--- config.mk ---
export PLATFORM = sky130hd
export DESIGN_NAME = if_queue
export DESIGN_NICKNAME = d
export VERILOG_FILES = /design/src/rtl/if_queue.sv
export SDC_FILE = /design/constraint.sdc
export NUM_CORES = 1
export LEC_CHECK = 0
export ABC_CLOCK_PERIOD_IN_PS = 6400
export BUFFER_PORTS_ARGS = -buffer_cell sky130_fd_sc_hd__buf_2
export CORE_MARGIN = 2
export CORE_UTILIZATION = 35
export DETAILED_ROUTE_END_ITERATION = 8
export MAX_ROUTING_LAYER = met4
export PLACE_DENSITY = 0.62
export SETUP_SLACK_MARGIN = 0.05
export SYNTH_ARGS = -nofsm -noshare
export SYNTH_HDL_FRONTEND = slang
export SYNTH_SLANG_ARGS = --single-unit
--- constraint.sdc ---
create_clock -name clk -period 6.4 [get_ports clk]
set_clock_uncertainty 0.05 [all_clocks]
set_input_delay 0 -clock clk [delete_from_list [all_inputs] [get_ports clk]]
set_output_delay 0 -clock clk [all_outputs]
set_load 0.02 [all_outputs]
--- src/rtl/if_queue.sv ---
// Instruction fetch queue: circular buffer of {pc, instr} pairs between fetch and decode.
// Flush discards everything in one edge; the head shows a NOP whenever nothing valid is queued.
module if_queue #(
    parameter int          DEPTH = 4,
    parameter logic [31:0] NOP   = 32'h00000013
) (
    input  logic                       clk,
    input  logic                       rst_n,
    input  logic                       flush,
    input  logic                       in_valid,
    input  logic [31:0]                in_pc,
    input  logic [31:0]                in_instr,
    output logic                       in_ready,
    output logic                       out_valid,
    output logic [31:0]                out_pc,
    output logic [31:0]                out_instr,
    output logic                       out_misalign,
    input  logic                       out_ready,
    output logic [$clog2(DEPTH+1)-1:0] count
);

    localparam int AW = $clog2(DEPTH);
    localparam int CW = $clog2(DEPTH + 1);

    logic [31:0]   pc_mem    [DEPTH];
    logic [31:0]   instr_mem [DEPTH];
    logic [AW-1:0] wr_ptr;
    logic [AW-1:0] rd_ptr;
    logic          push;
    logic          pop;

    // Flush gates both handshakes, so a flush edge never sees a push or pop.
    assign in_ready  = (count != CW'(DEPTH)) && !flush;
    assign out_valid = (count != '0) && !flush;
    assign push      = in_valid && in_ready;
    assign pop       = out_valid && out_ready;

    assign out_pc       = out_valid ? pc_mem[rd_ptr]    : 32'h0;
    assign out_instr    = out_valid ? instr_mem[rd_ptr] : NOP;
    assign out_misalign = out_valid && (out_pc[1:0] != 2'b00);

    // NOTE: storage has no reset; validity comes only from count, so clearing it buys nothing.
    always_ff @(posedge clk) begin
        if (push) begin
            pc_mem[wr_ptr]    <= in_pc;
            instr_mem[wr_ptr] <= in_instr;
        end
    end

    // NOTE: sequential state uses non-blocking assignments so every register samples pre-edge values.
    always_ff @(posedge clk or negedge rst_n) begin
        if (!rst_n) begin
            wr_ptr <= '0;
            rd_ptr <= '0;
            count  <= '0;
        end else if (flush) begin
            wr_ptr <= '0;
            rd_ptr <= '0;
            count  <= '0;
        end else begin
            // DEPTH is a power of two, so pointer overflow is the modulo wrap.
            if (push) wr_ptr <= wr_ptr + AW'(1);
            if (pop)  rd_ptr <= rd_ptr + AW'(1);
            case ({push, pop})
                2'b10:   count <= count + CW'(1);
                2'b01:   count <= count - CW'(1);
                default: count <= count;
            endcase
        end
    end

endmodule
# [Word level (Yosys, flattened, before mapping)]
# Memories as Yosys holds them, arrays and structs flattened.
# Cells that the tools add are included.
[classes] addsub=4 eq_ne=3 mux=10 reduce_logical=11
[op_table] operator="two-way mux 32 bit" n=2
[op_table] operator="two-way mux 2 bit" n=4
[op_table] operator="case mux 3 bit (2 select lines)" n=1
[op_table] operator="nonzero test 2 bit" n=3
[op_table] operator="nonzero test 3 bit" n=2
[op_table] operator="logical AND 1 bit" n=5
[op_table] operator="adder 2 x 1 -> 2 bit (second input constant)" n=2
[op_table] operator="adder 3 x 1 -> 3 bit (second input constant)" n=1
[op_table] operator="two-way mux 3 bit" n=1
[op_table] operator="inequality test 3 bit (second input constant)" n=1
[op_table] operator="subtractor 3 x 1 -> 3 bit (second input constant)" n=1
[op_table] operator="== test 2 x 1 -> 1 bit (second input constant)" n=1
[op_table] operator="== test 2 bit (second input constant)" n=1
[op_table] operator="two-way mux 1 bit" n=2
[op_table] operator="zero test 1 bit" n=1
[word_totals] ff_bits=7 ramBits=256 elab_cells=33 n_memories=2
[mem_list] memory="instr_mem" words=4 width=32 rd=1 rd_clocked_by_memory_dff=0 wr=1 line="26" text="logic [31:0] instr_mem [DEPTH];"
[mem_list] memory="pc_mem" words=4 width=32 rd=1 rd_clocked_by_memory_dff=0 wr=1 line="25" text="logic [31:0] pc_mem [DEPTH];"

# [Logic depth before layout (Yosys ltp)]
[depth] ltp_word=6 ltp_mapped=9

# [Worst setup path before layout]
# OpenSTA, ideal clock, no wires.
[synth_path] kind="register to register" start="register count[1]" end="memory instr_mem[0][0], enable pin" setup_ns=0.429 arrival_time_ns=2.576 t_required_ns=5.921 setup_slack_ns=3.345 path_stages_with_launch=6 path_buffers=2 period_less_slack_ns=3.055 path_cell_list="dfrtp_1 -> buf_4 -> or3b_1 -> and3b_1 -> buf_6 -> and2_1"
[synth_via] elab_chain_cells=5
[synth_lines] element="from (decl)" line="19" text="output logic [$clog2(DEPTH+1)-1:0] count"
[synth_lines] element="from (signal assigned)" line="65" text="2'b10: count <= count + CW'(1);"
[synth_lines] element="from (signal assigned)" line="66" text="2'b01: count <= count - CW'(1);"
[synth_lines] element="from (signal assigned)" line="67" text="default: count <= count;"
[synth_lines] element="inequality test 3 bit" line="33" text="assign in_ready = (count != CW'(DEPTH)) && !flush;"
[synth_lines] element="logical AND 1 bit" line="33"
[synth_lines] element="logical AND 1 bit" line="35" text="assign push = in_valid && in_ready;"
[synth_lines] element="two-way mux 1 bit" line="44" text="if (push) begin"
[synth_lines] element="two-way mux 1 bit (implied by the code)" line="46" text="instr_mem[wr_ptr] <= in_instr;"
[synth_lines] element="to (decl)" line="26"
# No other way between the ends.

# [Final worst setup path]
[layout_path] start="register rd_ptr[0]" end="output port out_pc[27]"
[layout_via] elab_chain_cells=2
[layout_lines] element="from (decl)" line="28" text="logic [AW-1:0] rd_ptr;"
[layout_lines] element="from (signal assigned)" line="63" text="if (pop) rd_ptr <= rd_ptr + AW'(1);"
[layout_lines] element="memory read (4 x 32 bit)"
[layout_lines] element="two-way mux 32 bit" line="38" text="assign out_pc = out_valid ? pc_mem[rd_ptr] : 32'h0;"
[layout_lines] element="to (decl)" line="15" text="output logic [31:0] out_pc,"
# No other way between the ends.

==> impl_table.tex <==
\begin{tabular}{lr}
\hline
Metric & Value \\
\hline
\multicolumn{2}{l}{\textbf{Status}} \\
Status & finished clean \\
\multicolumn{2}{l}{\textbf{Pwr}} \\
Clock power frac & 0.363 \\
Max IR drop VDD & 0.152 mV \\
Fraction of power spent switching nets & 0.229 \\
Cell Int Power & 3.00 mW \\
LEAKAGE & 4.36 nW \\
Part of the total power dissipated in combinational logic & 0.120 \\
Total power & 3.89 mW \\
Fraction of power consumed by sequential logic & 0.516 \\
Power per Cell Area & 303 mW/mm² \\
Net load switching power & 0.892 mW \\
\multicolumn{2}{l}{\textbf{Critical path}} \\
Series of cell instances along the critical path & buf\_4 -> mux4\_2 -> nor2b\_1 -> buf\_2 \\
Reg-to-reg setup timing slack & 3670 ps \\
Arrival time of the worst setup path & 3080 ps \\
CP required & 6350 ps \\
Startpoint type of the worst setup path & flop \\
Highest net fanout along the worst path & 39 \\
WS Path Type & reg2out \\
Max incr delay on CP & around 800 ps \\
Kind of capture point of the worst setup path & output port \\
Crit-path slowest cell & dfrtp\_4 \\
\multicolumn{2}{l}{\textbf{GRT}} \\
M2 GR Usage & 0.236 \\
GR Layer Usage met1 & 0.171 \\
Pin count of the biggest net entering global routing & 67 \\
Grt total ovfl & 0 \\
Initial antenna violation count & 0 \\
First-pass GRT wire length & 31900 µm \\
GRT Total Usage & 0.136 \\
Via count of the first global-routing pass & 5816 \\
Grt met3 use & 0.0227 \\
Most used routing layer in global routing & met2 \\
\multicolumn{2}{l}{\textbf{Logic synthesis}} \\
Leading cell types by total area after synthesis & edfxtp\_1 75\%, mux4\_2 14\%, nor2b\_1 3.8\% \\
Number of warnings reported in the yosys synthesis log & 0 \\
Sequential share of the synthesized area & 0.764 \\
Share of async-settable or async-resettable flops after synthesis & 0.0266 \\
Area fraction of the dominant cell type after synthesis & 0.747 \\
Count of mapped cells out of synthesis & 478 \\
Main synth FF type & edfxtp\_1 \\
Commonest cells in the synthesized netlist & 256 x edfxtp\_1, 64 x mux4\_2, 63 x nor2b\_1 \\
Cell with the most instances after synthesis & edfxtp\_1 \\
Number of distinct library cell variants in the gate-level netlist after synthesis & 36 \\
Synth area leader & edfxtp\_1 \\
Average footprint of a synthesized cell & 21.5 µm² \\
Register bit total from synthesis & 263 \\
Synth Net Count & 552 \\
Cell area after synthesis & 0.0103 mm² \\
Count of flip-flops with a built-in enable after synthesis & 256 \\
\multicolumn{2}{l}{\textbf{Final layout}} \\
Layout cell share with drive strength beyond 1 & 0.355 \\
Layout Nets & 763 \\
Number of antenna diodes & 0 \\
Layout Cells excl Fill & 1093 \\
Fin util & 0.444 \\
Area growth from synthesis to final layout & 24.5\% \\
Area of all placed cells without fillers & 0.0128 mm² \\
\multicolumn{2}{l}{\textbf{Clock network}} \\
CTS H-tree lvls & 1 \\
Later-pin clock latency in the skew report & around 510 ps \\
Clock-pin slew reported for the worst setup and hold paths after clock tree synthesis & approximately 60 ps \\
Clock Tree Root & clkbuf\_16 \\
Maximum count of clock buffers along a single path & 3 \\
Number of clock buffers inserted by TritonCTS & 27 \\
Post-CTS repair timing setup buffer count & 0 \\
CTS tree & built \\
Clk sinks & about 260 \\
\multicolumn{2}{l}{\textbf{Timing}} \\
Measured slew at the worst slew-check pin & 1040 ps \\
Total of endpoints with negative setup slack in the final report & 0 \\
Final Hold Fails & 0 \\
Final setup slack of the worst path & 3270 ps \\
Smallest hold slack & 191 ps \\
Slew margin rel. & 0.305 \\
Final period util & 0.490 \\
Total negative slack for setup checks & 0 ps \\
Final max-slew violation count & 0 \\
Final critical delay including setup and external delays & $\sim$3100 ps \\
Unrepaired setup endpoints after global routing & false \\
Timing-limited maximum frequency & 319 MHz \\
\multicolumn{2}{l}{\textbf{Detailed routing}} \\
1st-pass router iterations & 5 \\
Post-detailed-route DRC marker count & 0 \\
WL per Instance & 18.5 µm \\
Number of antenna-violating nets in the routed design & 0 \\
Aggregate routed wire length & 20200 µm \\
Number of design-rule violations left by the first detailed-router iteration & 386 \\
Number of vias per cell after detailed routing & 4.78 \\
Via total after detailed routing & $\sim$5200 \\
\multicolumn{2}{l}{\textbf{Die}} \\
Core Box Area & 0.0289 mm² \\
Die X & about 180 µm \\
Std cell rows & 62 \\
Starting density of the core & 0.357 \\
Top-Level Pins & 139 \\
Height of the die & roughly 180 µm \\
Die Area & 0.0308 mm² \\
\multicolumn{2}{l}{\textbf{Place}} \\
Dpl ws & approximately 3700 ps \\
Number of buffers added on ports & 138 \\
DP HPWL & about 11000 µm \\
Post-placement cell count & 974 \\
Area after detailed placement & 0.0113 mm² \\
Global placement routability congestion & 0.725 \\
\multicolumn{2}{l}{\textbf{Hold path}} \\
Class of the most critical hold timing path & in2reg \\
\multicolumn{2}{l}{\textbf{Job}} \\
Max-capacitance violation count & 0 \\
\hline
\end{tabular}
## cells by family after synthesis
| family | synth area share |
|---|---|
| AO/OA/AOI/OAI | 0.0111 |
| multiplexers | 0.140 |
| flip-flops | 0.764 |
| XOR/XNOR | 0.00340 |
| adder cells (fa/ha/maj) | 0.00681 |
| buffers and inverters | 0.0199 |
| AND/OR/NAND/NOR | 0.0551 |
## power groups by stage
stage | Clock, mW | Sequential, mW | Combinational [mW]
after floorplan | 0 | 2.01 | 0.341
after global placement | 0 | 2.04 | 0.434
after detailed placement | 0 | 2.05 | 0.443
after CTS | 1.46 | 2.01 | 0.480
after global routing | 1.53 | 2.02 | 0.511
final | 1.41 | 2.01 | 0.468
## cell usage in the layout (no fill, tap or decap), drive strengths merged, types with 2 or more instances in the layout
cell type,instances
dfrtp,7
nor2,9
or2,4
o211ai,2
a21oi,3
clkinvlp,2
buf,140
inv,4
dlygate4sd3,70
clkinv,10
and2,4
clkbuf,37
mux4,64
nor2b,63
xor2,3
a2111oi,2
nand3,2
edfxtp,256
a21o,2
ha,4
o21ai,3
nand2,5
## final timing paths
path	from	to	cells after the start
min reg2reg	wr_ptr[1]	wr_ptr[1]	2
max	rd_ptr[0]	out_pc[27]	4
min	in_instr[24]	instr_mem[2][24]	2
max reg2reg	count[0]	count[2]	7
min in group asynchronous	rst_n	count[0]	3
max in group asynchronous	rst_n	rd_ptr[1]	3
## registers in the layout, summed over array words and instances (netlist names)
register / flops
instr_mem: 128
pc_mem: 128
count: 3
rd_ptr: 2
wr_ptr: 2
## per-layer routing
| layer | vias up | part of all wire |
|---|---|---|
| li1 | 2342 | - |
| met1 | 2722 | 0.42 |
| met2 | 143 | 0.52 |
| met3 | 20 | 0.052 |
| met4 | 0 | 0.010 |
| met5 | - | 0 |
## what timing repair did
item,in CTS,in global routing
gates resized for setup,0,0
hold buffers,70,0
endpoints found under the hold margin,270,0
setup endpoints to repair,0,0
## final cells by class
cell class | instances | area (µm²)
Clock buffer | 37 | 743
Clock inverter | 12 | 60.1
Fill cell | 2558 | 16000
Inverter | 4 | 15.0
Multi-Input combinational cell | 183 | 2240
Sequential cell | 263 | 7870
Tap cell | 384 | 480
Timing Repair Buffer | 210 | 1410
## worst max-delay path, delay by kind of cell (launching register included)
kind / cells / cell delay, ps
buffers and inverters: 2 / 960
muxes: 1 / 600
and+or+nand+nor: 1 / 170
DFF: 1 / 800
Power figures use the tool's default switching activity.
